===== src/rtl/fifo_pkg.sv =====
// Shared constants and types for the UART 16550 data FIFO.
package fifo_pkg;

  localparam int DATA_W = 8;
  localparam int DEPTH  = 16;
  localparam int TH_W   = 4;

  typedef logic [TH_W-1:0] ptr_t;
  typedef logic [TH_W:0]   cnt_t;

endpackage


===== src/rtl/fifo_top.sv =====
// First-word-fall-through data FIFO (16 x 8) for the UART 16550 block.
// Provides empty/full status, registered underrun/overrun pulses and a
// fill-level trigger against a programmable threshold.
//
// Handshake: push_in/pop_in are requests sampled on the rising edge when en=1.
// A push is accepted when the FIFO is not full, or when a pop is accepted in
// the same cycle. A pop is accepted only when the FIFO is not empty. Rejected
// requests are not retried; they are reported through overrun/underrun on the
// following cycle.
module fifo_top
  import fifo_pkg::*;
(
  input  logic              rst,
  input  logic              clk,
  input  logic              en,
  input  logic              push_in,
  input  logic              pop_in,
  input  logic [DATA_W-1:0] din,
  output logic [DATA_W-1:0] dout,
  output logic              empty,
  output logic              full,
  output logic              underrun,
  output logic              overrun,
  input  logic [TH_W-1:0]   threshold,
  output logic              thre_trigger
);

  logic [DATA_W-1:0] mem_q [DEPTH];
  logic [DATA_W-1:0] mem_d [DEPTH];
  ptr_t              rd_ptr_q, rd_ptr_d;
  ptr_t              wr_ptr_q, wr_ptr_d;
  cnt_t              count_q, count_d;
  logic              underrun_q, underrun_d;
  logic              overrun_q, overrun_d;
  logic              do_push;
  logic              do_pop;

  // Status and head data are decoded straight from the registered state.
  always_comb begin
    empty        = (count_q == '0);
    full         = (count_q == cnt_t'(DEPTH));
    dout         = mem_q[rd_ptr_q];
    thre_trigger = (count_q >= {1'b0, threshold});
    underrun     = underrun_q;
    overrun      = overrun_q;
  end

  // Qualify requests; a pop frees a slot so a push on a full FIFO still lands.
  always_comb begin
    do_pop  = en & pop_in & ~empty;
    do_push = en & push_in & (~full | do_pop);
  end

  // Next-state for storage, pointers, fill count and error flags.
  always_comb begin
    mem_d    = mem_q;
    wr_ptr_d = wr_ptr_q;
    rd_ptr_d = rd_ptr_q;
    count_d  = count_q;
    if (do_push) begin
      mem_d[wr_ptr_q] = din;
      wr_ptr_d        = wr_ptr_q + ptr_t'(1);
    end
    if (do_pop) begin
      rd_ptr_d = rd_ptr_q + ptr_t'(1);
    end
    if (do_push && !do_pop) begin
      count_d = count_q + cnt_t'(1);
    end else if (do_pop && !do_push) begin
      count_d = count_q - cnt_t'(1);
    end
    underrun_d = en & pop_in & empty;
    overrun_d  = en & push_in & full & ~pop_in;
  end

  // State registers with asynchronous clear of contents and flags.
  always_ff @(posedge clk or posedge rst) begin
    if (rst) begin
      mem_q      <= '{default: '0};
      wr_ptr_q   <= '0;
      rd_ptr_q   <= '0;
      count_q    <= '0;
      underrun_q <= 1'b0;
      overrun_q  <= 1'b0;
    end else begin
      mem_q      <= mem_d;
      wr_ptr_q   <= wr_ptr_d;
      rd_ptr_q   <= rd_ptr_d;
      count_q    <= count_d;
      underrun_q <= underrun_d;
      overrun_q  <= overrun_d;
    end
  end

endmodule


===== config.mk =====
export PLATFORM = sky130hd
export DESIGN_NAME = fifo_top
export DESIGN_NICKNAME = d
export VERILOG_FILES = /design/src/rtl/fifo_pkg.sv /design/src/rtl/fifo_top.sv
export SDC_FILE = /design/constraint.sdc
export NUM_CORES = 1
export LEC_CHECK = 0
export ABC_AREA = 1
export BUFFER_PORTS_ARGS = -buffer_cell sky130_fd_sc_hd__buf_2
export CAP_MARGIN = 30
export CELL_PAD_IN_SITES_DETAIL_PLACEMENT = 0
export CELL_PAD_IN_SITES_GLOBAL_PLACEMENT = 2
export CORE_MARGIN = 4
export CORE_UTILIZATION = 40
export DETAILED_ROUTE_END_ITERATION = 8
export PLACE_DENSITY_LB_ADDON = 0.1
export SLEW_MARGIN = 10
export SYNTH_ARGS = -nofsm -noshare
export SYNTH_HDL_FRONTEND = slang
export SYNTH_SLANG_ARGS = --single-unit
export TNS_END_PERCENT = 10

===== constraint.sdc =====
create_clock -name clk -period 9.1 [get_ports clk]
set_clock_uncertainty 0.1 [all_clocks]
set_input_delay 1.82 -clock clk [delete_from_list [all_inputs] [get_ports clk]]
set_output_delay 1.82 -clock clk [all_outputs]
set_load 0.005 [all_outputs]

# Yosys cells after proc, flatten, opt, wreduce, memory -nomap -nowiden
# Cells that the tools add are included.
# Widths: inputs -> output; s select.
word_totals:
  regBits: 143
  latchBits: 0
  ramBits: 0
  rom_bits: 0
  in_bits: 17
  out_inout_bits: 13
  wordCells: 58
  memories: 0
classes:
  n_addsub: 4
  n_mul: 0
  div_mod_pow: 0
  magnitude_cmp: 4
  eq_ne: 1
  shifts: 0
  n_mux: 8
  bitwise: 13
  n_reduce_logical: 7
op_table:
  columns: ["op", "n"]
  rows:
  - ["$bwmux 128", 1]
  - ["$bmux 8 s4", 1]
  - ["$demux 8 s4", 1]
  - ["$mux 8", 3]
  - ["$ge 5x5->1 const B", 2]
  - ["$mux 5", 2]
  - ["$not 4->5", 2]
  - ["$add 4x1->4 const B", 2]
  - ["$and 1x1->1", 7]
  - ["$add 5x1->5 const B", 1]
  - ["$eq 5x5->1 const B", 1]
  - ["$ge 5x4->1", 1]
  - ["$logic_not 5->1", 1]
  - ["$lt 5x1->1 const B", 1]
  - ["$sub 5x1->5 const B", 1]
  - ["$logic_and 1x1->1", 3]
  - ["$not 1->1", 3]
  - ["$logic_not 1->1", 2]
  - ["$reduce_bool 2->1", 1]
  - ["$or 1x1->1", 1]

# Logic depth before layout (Yosys ltp)
logic_depth:
  depth_word: 9
  ltp_mapped: 15
  depth_no_buf: 14

# Least setup slack after synthesis
# Ideal clock, no wire load.
synth_path:
  path_kind: "in2out"
  from: "in threshold[2]"
  to: "out thre_trigger"
  arrival_ns: 2.457
  required_time_ns: 7.180
  setup_slack_ns: 4.723
  path_stages: 5
  path_buffers: 0
  path_cell_list: "inv_1 > ha_1 > a21oi_1 > o21a_1 > nand3b_1"
synth_between:
  elab_chain_len: 1
synth_lines:
  columns: ["item", "line", "text"]
  rows:
  - ["start, declared", "fifo_top.sv:24", "input logic [TH_W-1:0] threshold,"]
  - ["$ge 5x4->1", "fifo_top.sv:43", "thre_trigger = (count_q >= {1'b0, threshold});"]
  - ["end, declared", "fifo_top.sv:25", "output logic thre_trigger"]
# No other way between the ends.

# Worst setup path in the final report
layout_path:
  from: "reg rd_ptr_q[2]"
  to: "out dout[0]"
layout_between:
  elab_chain_len: 4
layout_lines:
  columns: ["item", "line", "text"]
  rows:
  - ["start, declared", "fifo_top.sv:30", "ptr_t rd_ptr_q, rd_ptr_d;"]
  - ["start signal, assigned", "fifo_top.sv:88", "rd_ptr_q <= rd_ptr_d;"]
  - ["$not 4->5 (implied by the code)", "fifo_top.sv:42", "dout = mem_q[rd_ptr_q];"]
  - ["$bmux 8 s4", "fifo_top.sv:42", null]
  - ["$mux 8 (implied by the code) (2 in series)", "fifo_top.sv:42", null]
  - ["end, declared", "fifo_top.sv:19", "output logic [DATA_W-1:0] dout,"]
# No other way between the ends. The select of a mux whose other input is x is not followed.

==> reports/qor.csv <==
metric,value,unit
sequential power share,0.346,
post-CTS resize count,0,
H-tree Lvls,4,
ratio of cells with drive above 1 in the final layout,0.103,
Die Wd,152,um
global-route wire length before repair,39.0,mm
clk buf depth,2,
status,"complete, no violations",
initial antenna violation count,0,
Cells after Synth,1108,
ANT nets after route,0,
postcts setup bufs,0,
"top cells by area, synth","dfrtp_1 43%, nand2_1 21%, nand4_1 9.8%",
row cnt,52,
HP Start,mem_q[92],
router iterations before antenna repair,5,
WP data required,7.18,ns
GP Congestion,0.781,
Avg WL per Cell,17.9,um
number of global-route vias before repair,6743,
Worst VDD drop,0.163,mV
busiest grt layer,met2,
I/O Buffers,29,
worst min-delay path category,reg2reg,
Pleak,4.74,nW
Core Area,20300,um^2
met1 GRT Util,0.317,
total global-route track usage,0.223,
TritonCTS buffer count,17,
"Hold Violations, Final",0,
FF+latch area,3580,um^2
Yosys top cell by area,dfrtp_1,
RSZ-0062 raised after global routing,no,
max_cap viols,0,
Worst-path clk slew,0.06,ns
Clock Power Share,0.245,
area of the multi-input gates,3790,um^2
GR Util met2,0.364,
Iteration-0 DRC Markers,519,
Final TNS setup,0,ns
kind of critical path,reg2out,
Max-Slew Margin vs Limit,0.459,
Sw Share,0.429,
count of different cell masters after synthesis,29,
Cell Int Power,0.00172,W
f_max,216,MHz
# DRC,0,
Worst R2R Start,count_q[2],
CP Launch Type,flop,
"Data arrival, critical path",2.71,ns
drt total wl,24.7,mm
# setup viols final,0,
worst r2r dst,count_q[4],
Final Max Tran Viols,0,
CTS tree,done,
design area,9050,um^2
antenna diode count,0,
CP Max Fanout,19,
Setup WS post-layout,4.47,ns
DR vias/cell,5.21,
worst-margin pin slew,0.811,ns
Root Buffer,clkbuf_16,
synthesized area,8260,um^2
NumNets Final,1125,
Syn Nets,1140,
cts hold-fix bufs,0,
grt ovf,0,
Post-Place Worst Slack,4.48,ns
Area growth syn-to-layout,9.48,%
Hold Path Cell Cnt,2,
Worst Setup SP,rd_ptr_q[2],
Hold Path Sink,mem_q[92],
Layout fillers,2184,
type of element capturing the critical path,output port,
DR vias,7163,
Seq cells post-synth,143,
Synth Warn #,0,
final period utilization,0.509,
largest net degree at the start of global routing,146,
Initial Util,0.407,
Sw Pwr,0.00130,W
clk sink count,143,
Skew-Pair Late Insertion Delay,0.42,ns
die area,23000,um^2
hpwl dp,14.8,mm
Power Density,334,nW/um^2
die height,152,um
Logic pwr share,0.408,
FF-to-FF setup slack,6.48,ns
area share of the largest cell type after synthesis,0.433,
utilization after layout,0.446,
Top Ports,30,
Final Critical Period,4.63,ns
register area share after synthesis,0.433,
GRT met3 Usage,0.0268,
Post-DP Area,8400,um^2
synthesized area per cell,7.46,um^2
reg2reg path depth,11,
## per-stage QoR
| stage | hold WS [ns] | cells | total power, W |
|---|---|---|---|
| floorplan | 0.342 | 1108 | 0.00192 |
| global placement | 0.353 | 1343 | 0.00230 |
| detailed placement | 0.358 | 1343 | 0.00231 |
| CTS | 0.373 | 1375 | 0.00306 |
| global route | 0.385 | 1376 | 0.00328 |
| finish | 0.369 | 1376 | 0.00302 |
## cell type report
class	instances	share of cell area
Multi-Input combinational cell	768	0.419
Sequential cell	143	0.396
Inverter	125	0.0527
Clock buffer	18	0.0485
Tap cell	270	0.0373
Timing Repair Buffer	38	0.0271
Clock inverter	14	0.0199
## cells in the final DEF, fill, tap and decap left out, types with 7 or more instances in the layout
| cell | n |
|---|---|
| buf_2 | 29 |
| buf_4 | 7 |
| clkbuf_16 | 17 |
| dfrtp_1 | 142 |
| ha_1 | 14 |
| inv_1 | 118 |
| nand2_1 | 454 |
| nand3_1 | 103 |
| nand3_2 | 15 |
| nand4_1 | 130 |
| nor2_1 | 8 |
| nor2_4 | 16 |
## layer usage
| metal | up-vias | wire (um) |
|---|---|---|
| met5 | - | 0 |
| met2 | 130 | 12000 |
| met1 | 3453 | 11600 |
| met4 | 0 | 266 |
| li1 | 3562 | - |
| met3 | 18 | 850 |
## Yosys cell counts
cell type,number
xor2_1,5
buf_8,1
clkbuf_1,23
nor2_1,8
nand3_1,103
a21oi_1,4
o21a_1,1
nand3b_1,1
nand2_1,454
o21ai_0,5
inv_2,3
nor2_2,1
fa_1,1
inv_1,120
or2_2,1
nand2_2,2
xnor2_1,3
nor3_1,1
nand4_1,130
nand2_4,2
nor2_4,16
nand3_4,1
clkinv_1,2
nand3_2,15
buf_4,2
ha_1,14
buf_6,13
dfrtp_1,143
buf_2,33
## worst max-delay path, cell delays in order, from the launching register on
cell      delay (ns)
dfrtp_1         0.85
clkinv_1        0.72
nand3_1         0.34
nand3_1         0.15
nand2_1         0.12
buf_2           0.11
## sequential cells by signal, indices dropped and copies added (netlist names)
register and cells:
overrun 1, count_q 5, rd_ptr_q 4, wr_ptr_q 4, mem_q 128, underrun 1
## power by group through the flow
| stage | sequential (W) | combinational [W] | clock, W |
|---|---|---|---|
| after detailed placement | 0.00106 | 0.00125 | 0 |
| after global placement | 0.00105 | 0.00125 | 0 |
| after CTS | 0.00104 | 0.00125 | 0.000758 |
| final | 0.00105 | 0.00123 | 0.000741 |
| after floorplan | 0.000996 | 0.000928 | 0 |
| after global routing | 0.00108 | 0.00141 | 0.000787 |
## cells by family (layout without fill, tap and decap cells)
logic type / count (synthesis) / in the layout / synth area share
compound gates: 10 / 10 / 0.00636
xor+xnor: 8 / 8 / 0.00848
fa+ha+maj: 15 / 15 / 0.0236
buf+inv: 197 / 195 / 0.109
flops: 143 / 143 / 0.433
simple gates: 735 / 735 / 0.420
## worst max-delay path by stage
stage,endpoint
floorplan,count_q[0]
global placement,thre_trigger
detailed placement,thre_trigger
CTS,dout[0]
global route,dout[0]
finish,dout[0]
No activity file was read; power rests on OpenSTA's default activity.
